File: src/rtl/video_pkg.sv
// Shared OAM DMA definitions: controller state encoding and transfer length.
package video_pkg;

  localparam int OAM_DMA_BYTES = 256;
  localparam logic [7:0] OAM_LAST_BYTE = 8'(OAM_DMA_BYTES - 1);

  typedef enum logic [2:0] {
    IDLE   = 3'd0,
    HALT   = 3'd1,
    GET    = 3'd2,
    PUT    = 3'd3,
`ifdef VIDEO_OAM_DMA_ALIGN_EN
    FINISH = 3'd4,
    ALIGN  = 3'd5
`else
    FINISH = 3'd4
`endif
  } dma_state_t;

endpackage

File: src/rtl/video_oam_dma.sv
// $4014 sprite DMA: halts the CPU, copies page {page,00..FF} into OAM and arbitrates $2003/$2004 CPU writes.
// VIDEO_OAM_DMA_ALIGN_EN adds the odd-cycle ALIGN state (515-cycle DMA); without it every DMA is 514 cycles.
module video_oam_dma
  import video_pkg::*;
(
  input  logic        I_clock,
  input  logic        I_reset,
  input  logic        I_dma_start,
  input  logic [7:0]  I_dma_page,
  input  logic        I_cycle_odd,
  input  logic        I_cpu_addr_wren,
  input  logic        I_cpu_data_wren,
  input  logic [7:0]  I_cpu_data,
  input  logic [7:0]  I_bus_data,
  output logic        O_halt,
  output logic        O_busy,
  output logic [15:0] O_bus_addr,
  output logic        O_bus_rden,
  output logic        O_oam_addr_wren,
  output logic        O_oam_addr_inc,
  output logic        O_oam_data_wren,
  output logic [7:0]  O_oam_data,
  output logic        O_cpu_drop
);

  dma_state_t r_state;
  dma_state_t w_next;
  logic [7:0] r_cnt;
  logic [7:0] r_page;
  logic [7:0] r_data;
  logic       r_inc_pending;
  logic       w_cpu_ok;
  logic       w_addr_wr;
  logic       w_data_wr;

`ifndef VIDEO_OAM_DMA_ALIGN_EN
  logic w_unused_cycle_odd;
  assign w_unused_cycle_odd = I_cycle_odd;
`endif

  always_ff @(posedge I_clock or negedge I_reset) begin
    if (!I_reset) begin
      r_state       <= IDLE;
      r_cnt         <= 8'h00;
      r_page        <= 8'h00;
      r_data        <= 8'h00;
      r_inc_pending <= 1'b0;
    end else begin
      r_state       <= w_next;
      // A serviced $2004 write owes exactly one address increment on the following cycle.
      r_inc_pending <= w_data_wr;
      if (r_state == IDLE && I_dma_start) begin
        r_page <= I_dma_page;
        r_cnt  <= 8'h00;
      end
      if (r_state == GET) begin
        r_data <= I_bus_data;
      end
      if (r_state == PUT && r_cnt != OAM_LAST_BYTE) begin
        r_cnt <= r_cnt + 8'd1;
      end
    end
  end

  always_comb begin
    w_next          = r_state;
    // The CPU still completes its write during the HALT cycle; later ones are lost.
    w_cpu_ok        = (r_state == IDLE) || (r_state == HALT);
    w_addr_wr       = w_cpu_ok && I_cpu_addr_wren;
    w_data_wr       = w_cpu_ok && I_cpu_data_wren && !I_cpu_addr_wren && !r_inc_pending;
    O_halt          = (r_state != IDLE);
    O_busy          = (r_state != IDLE);
    O_bus_addr      = 16'h0000;
    O_bus_rden      = 1'b0;
    O_oam_addr_wren = w_addr_wr;
    O_oam_data_wren = w_data_wr;
    O_oam_addr_inc  = r_inc_pending && !w_addr_wr;
    O_oam_data      = (w_addr_wr || w_data_wr) ? I_cpu_data : 8'h00;
    O_cpu_drop      = w_cpu_ok ? (I_cpu_data_wren && (I_cpu_addr_wren || r_inc_pending))
                               : (I_cpu_addr_wren || I_cpu_data_wren);

    case (r_state)
      IDLE: begin
        if (I_dma_start) w_next = HALT;
      end
      HALT: begin
`ifdef VIDEO_OAM_DMA_ALIGN_EN
        w_next = I_cycle_odd ? ALIGN : GET;
`else
        w_next = GET;
`endif
      end
`ifdef VIDEO_OAM_DMA_ALIGN_EN
      ALIGN: begin
        w_next = GET;
      end
`endif
      GET: begin
        O_bus_rden     = 1'b1;
        O_bus_addr     = {r_page, r_cnt};
        // Advance past the byte written in the previous PUT; byte 0 needs no step.
        O_oam_addr_inc = O_oam_addr_inc || (r_cnt != 8'h00);
        w_next         = PUT;
      end
      PUT: begin
        O_oam_data_wren = 1'b1;
        O_oam_data      = r_data;
        w_next          = (r_cnt == OAM_LAST_BYTE) ? FINISH : GET;
      end
      FINISH: begin
        O_oam_addr_inc = 1'b1;
        w_next         = IDLE;
      end
      default: begin
        w_next = IDLE;
      end
    endcase

    if (!I_reset) begin
      O_halt          = 1'b0;
      O_busy          = 1'b0;
      O_bus_addr      = 16'h0000;
      O_bus_rden      = 1'b0;
      O_oam_addr_wren = 1'b0;
      O_oam_addr_inc  = 1'b0;
      O_oam_data_wren = 1'b0;
      O_oam_data      = 8'h00;
      O_cpu_drop      = 1'b0;
    end
  end

endmodule

File: config.mk
export PLATFORM = sky130hd
export DESIGN_NAME = video_oam_dma
export DESIGN_NICKNAME = d
export VERILOG_FILES = /design/src/rtl/video_pkg.sv /design/src/rtl/video_oam_dma.sv
export SDC_FILE = /design/constraint.sdc
export NUM_CORES = 1
export LEC_CHECK = 0
export CAP_MARGIN = 0
export CORE_UTILIZATION = 44
export CTS_CLUSTER_DIAMETER = 60
export DETAILED_ROUTE_END_ITERATION = 10
export GPL_TIMING_DRIVEN = 0
export PLACE_DENSITY_LB_ADDON = 0.15
export SYNTH_ARGS = -nofsm -noshare
export SYNTH_HDL_FRONTEND = slang
export SYNTH_SLANG_ARGS = --single-unit
File: constraint.sdc
create_clock -name I_clock -period 1.9 [get_ports I_clock]
set_input_delay 0.19 -clock I_clock [delete_from_list [all_inputs] [get_ports I_clock]]
set_output_delay 0.19 -clock I_clock [all_outputs]
set_load 0.01 [all_outputs]
Yosys cells after proc, flatten, opt, wreduce, memory -nomap -nowiden
Cells that the tools add are included.

cells by class
  equal/unequal tests = 7
  add/sub/neg operators = 1
  multiplexer cells = 20
  reductions and logical operators = 20

operator list
  cell                 count
  $mux 8               5
  $mux 16              2
  $pmux 3 s4           1
  $mux 1               9
  $add 8x1->8 const B  1
  $eq 8x8->1 const B   1
  $logic_and 1x1->1    8
  $ne 8x8->1 const B   1
  $reduce_bool 8->1    1
  $eq 3x2->1 const B   2
  $mux 3               2
  $logic_or 1x1->1     5
  $eq 3x1->1 const B   1
  $eq 3x3->1 const B   1
  $logic_not 1->1      3
  $logic_not 3->1      1
  $reduce_bool 3->1    1
  $ne 2x2->1 const B   1
  $pmux 1 s2           1
  $reduce_bool 2->1    1

word-level totals
  register bits = 28
  logic and storage cells = 53

Longest topological paths before layout
Gate-level depths: netlist of the first run.

  depth after elaboration = 9
  depth in mapped cells = 6

Worst setup path after synthesis of the first run
OpenSTA, ideal clock, no wires.

  path type = flip-flop to output port
  from = register r_cnt[0]
  to = output O_oam_addr_inc
  cell stages (with the launch flop) = 6
  buffers on the path = 0
  arrival = 1.435 ns
  path slack = 0.275 ns
  path through = dfrtp_1 > inv_1 > ha_1 > or4b_1 > o41ai_1 > a31oi_1

between the ends
  cells in the longest elaborated chain, start to end = 4

ends and longest elaborated chain
  item                    line                  source
  from (decl)             video_oam_dma.sv:28   logic [7:0] r_cnt;
  from (signal assigned)  video_oam_dma.sv:60   r_cnt <= r_cnt + 8'd1;
  $reduce_bool 8->1       video_oam_dma.sv:102  O_oam_addr_inc = O_oam_addr_inc || (r_cnt != 8'h00);
  $logic_or 1x1->1        video_oam_dma.sv:102
  $pmux 1 s2              video_oam_dma.sv:82   case (r_state)
  $mux 1                  video_oam_dma.sv:119  if (!I_reset) begin
  to (decl)               video_oam_dma.sv:20   output logic O_oam_addr_inc,

Every way passes these cells.

Worst setup path in the final report of the first run
Ends and elaborated chain as after synthesis.

==> results_dict.tcl, run 1 <==
set metrics [dict create \
    min_period_ns 2.13 \
    overflow 0 \
    cts_tree "built" \
    slowest_stage "or4b_4" \
    initial_core_util_pct 47.3 \
    port_buffers 59 \
    pre_cts_slack_ns -1.48 \
    finalHoldViolCount 0 \
    clockBufferDepth 2 \
    numCtsBuffers 3 \
    vias 1683 \
    synthTopCellsByArea "dfrtp_1, mux2_2, and3_1" \
    failed_checks "setup timing" \
    cp.required_ns 1.71 \
    rsz0062_at_grt "true" \
    stdcell_count 303 \
    drc 0 \
    status "finished with violations" \
    cts.root.buffer_cell "clkbuf_4" \
    crit_family "simple AND/OR/NAND/NOR gates" \
    worstPathCellList "inv_2 -> ha_1 -> or4b_4 -> o41ai_4 -> a31oi_1 -> buf_2" \
    fin_nets 290 \
    crit_fanout 2 \
    totalWireLength_um 4860 \
    drive_above_1_share_pct 42.8 \
    max_stage_delay_ns 0.47 \
    ant_nets 0 \
    clkTransAtPathRegs_ns 0.15 \
    setup_violations 17 \
    period_share_pct 112 \
    rr_worst_depth 6 \
    mostFrequentLayoutCell "clkdlybuf4s50_1" \
    clock_skew_ns 0.00813 \
    die_height_um 62.6 \
    synth_top_area_cell "dfrtp_1" \
    finalSetupTns_ns -0.469 \
    synth_area_um2 1620 \
    leakage_nw 1.25 \
    holdWs_ns 0.355 \
    fp.dieArea_um2 3920 \
    wire_per_inst_um 16.0 \
    fp.dieW_um 62.6 \
    worstMarginPinSlew_ns 0.394 \
    fp-row-count 21 \
    worstSetupEndpointType "output port" \
    netlist_instances 164 \
    slew_violations 0 \
    dpl.hpwl_um 2830 \
    grt_pass1_wl_um 7670 \
    design_area_um2 2570 \
    maxCapViolations 0 \
    cts_htree_levels 1 \
    ir_worst_vdd_v 0.000626 \
    avgViaCountPerCell 5.55 \
    avgSynthCellArea_um2 9.86 \
    place_area_um2 2260 \
    fin_ws_ns -0.233 \
    place.gp.congestion 0.806 \
    relSlewSlack_pct 73.8 \
    yosysTopAreaCellShare_pct 43.3 \
    layout_common_cells "clkdlybuf4s50_1, buf_2, dfrtp_1" \
    grt_max_degree 29 \
    drt-pass1-iter-count 4 \
    numClockSinks 28 \
    dp.cells 269 \
    total_power_mw 2.07 \
    clk_latency_ns 0.34 \
    seq_area_frac_synth_pct 43.3 \
    ys_types 38 \
    hold_path_class "primary input to asynchronous set/reset pin" \
    fin_util_pct 75.2 \
    synth_fp_nets 196 \
    fmax_ghz 0.469 \
    antenna_cells 0 \
    antenna_found_initial 0 \
    pin_count 61 \
    critPathLaunchType "flop" \
    crit_buf_inv 2 \
    synth-warning-count 0 \
    ys_seq_elements 28 \
    critPathKind "flop to output port" \
    first_iter_violations 92 \
    grt_pass1_vias 1576 \
    grt_use_total_pct 25.1 \
    core_area_um2 3420 \
    cp.depth 6 \
    cp.arrival_ns 1.94 \
    synthToLayoutAreaGrowth_pct 58.9 \
    power_density_nw_per_um2 804 \
]
logic make-up after synthesis:
logic type                 after synthesis  synth area share, %
buffers and inverters                   17                 5.34
adders and majority gates                2                 1.55
xor gates and xnor gates                 2                 1.08
AOI/OAI and AO/OA                       29                 12.5
DFF                                     28                 43.3
and+or+nand+nor                         70                 25.0
muxes                                   16                 11.1
per-layer routing:
metal,global-route usage (%),part of all wire [%],vias up
met5,0,0,-
met4,9.30,2.2,0
li1,-,-,784
met3,6.93,7.0,10
met1,29.5,39,813
met2,43.5,52,76
where the power goes:
part / switching [mW] / total [mW] / internal, mW
clock network: 0.179 / 0.297 / 0.118
logic: 0.383 / 0.838 / 0.455
registers: 0.196 / 0.931 / 0.735
total: 0.759 / 2.07 / 1.31
worst min-delay path: cells and delay by family:
kind / cells / cell delay (ns)
buffers and inverters: 3 / 0.88
final cells by class:
type / instances / area, um^2
Fill cell: 243 / 847
Timing Repair Buffer: 91 / 752
Buffer: 9 / 77.6
Sequential cell: 28 / 706
Clock buffer: 4 / 36.3
Multi-Input combinational cell: 119 / 917
Inverter: 6 / 22.5
Tap cell: 46 / 57.6
cell usage after synthesis:
library cell   n
nor2_1        16
nand3b_1       2
o21ai_4        1
nand3_1       10
o311ai_0       1
buf_4          5
or3_1          1
mux2_2        11
nand2_1        7
ha_1           2
o221ai_1       1
buf_2          3
nand4_1        1
nor3b_1        1
nor3_2         1
nand2b_1       1
or4b_1         1
a31oi_1        1
mux2_1         5
xor2_1         2
o21ai_0        9
and3_2         2
and2_1         1
o21a_1         1
nand2_2        1
nor3b_4        1
dfrtp_1       28
o41ai_1        1
a22oi_1        8
nor3_1         6
a21boi_2       1
a21oi_1        4
nand4_4        1
a311o_1        1
and3_1        16
inv_1          6
clkbuf_1       3
and3b_1        1
final timing paths:
check                         startpoint              to  slack, ns
max                             r_cnt[0]  O_oam_addr_inc      -0.23
min                              I_reset       r_data[2]       0.35
min in group I_clock       I_bus_data[6]       r_data[6]       0.44
max in group asynchronous        I_reset        r_cnt[0]       1.36
min reg2reg                    r_page[5]       r_page[5]       0.51
max reg2reg                     r_cnt[0]        r_cnt[3]       0.11
sequential cells by signal, summed over array words and instances, names as in the netlist:
name / flops
r_state: 3
r_page: 8
r_inc_pending: 1
r_data: 8
r_cnt: 8
timing repair:
item,in CTS,in global routing
setup endpoints to repair,31,29
hold endpoints to repair,28,0
cloned,3,0
pin swaps,5,8
gates resized for setup,138,23
hold buffers,2,0
buffers inserted,22,5
Note: power is estimated with default switching activity, not from simulation.
==> run 2, diff against run 1 <==
- ABC_CLOCK_PERIOD_IN_PS: default -> 1900
==> results of run 2 <==
No change in the layout: final DEF, timing and power equal those of run 1.
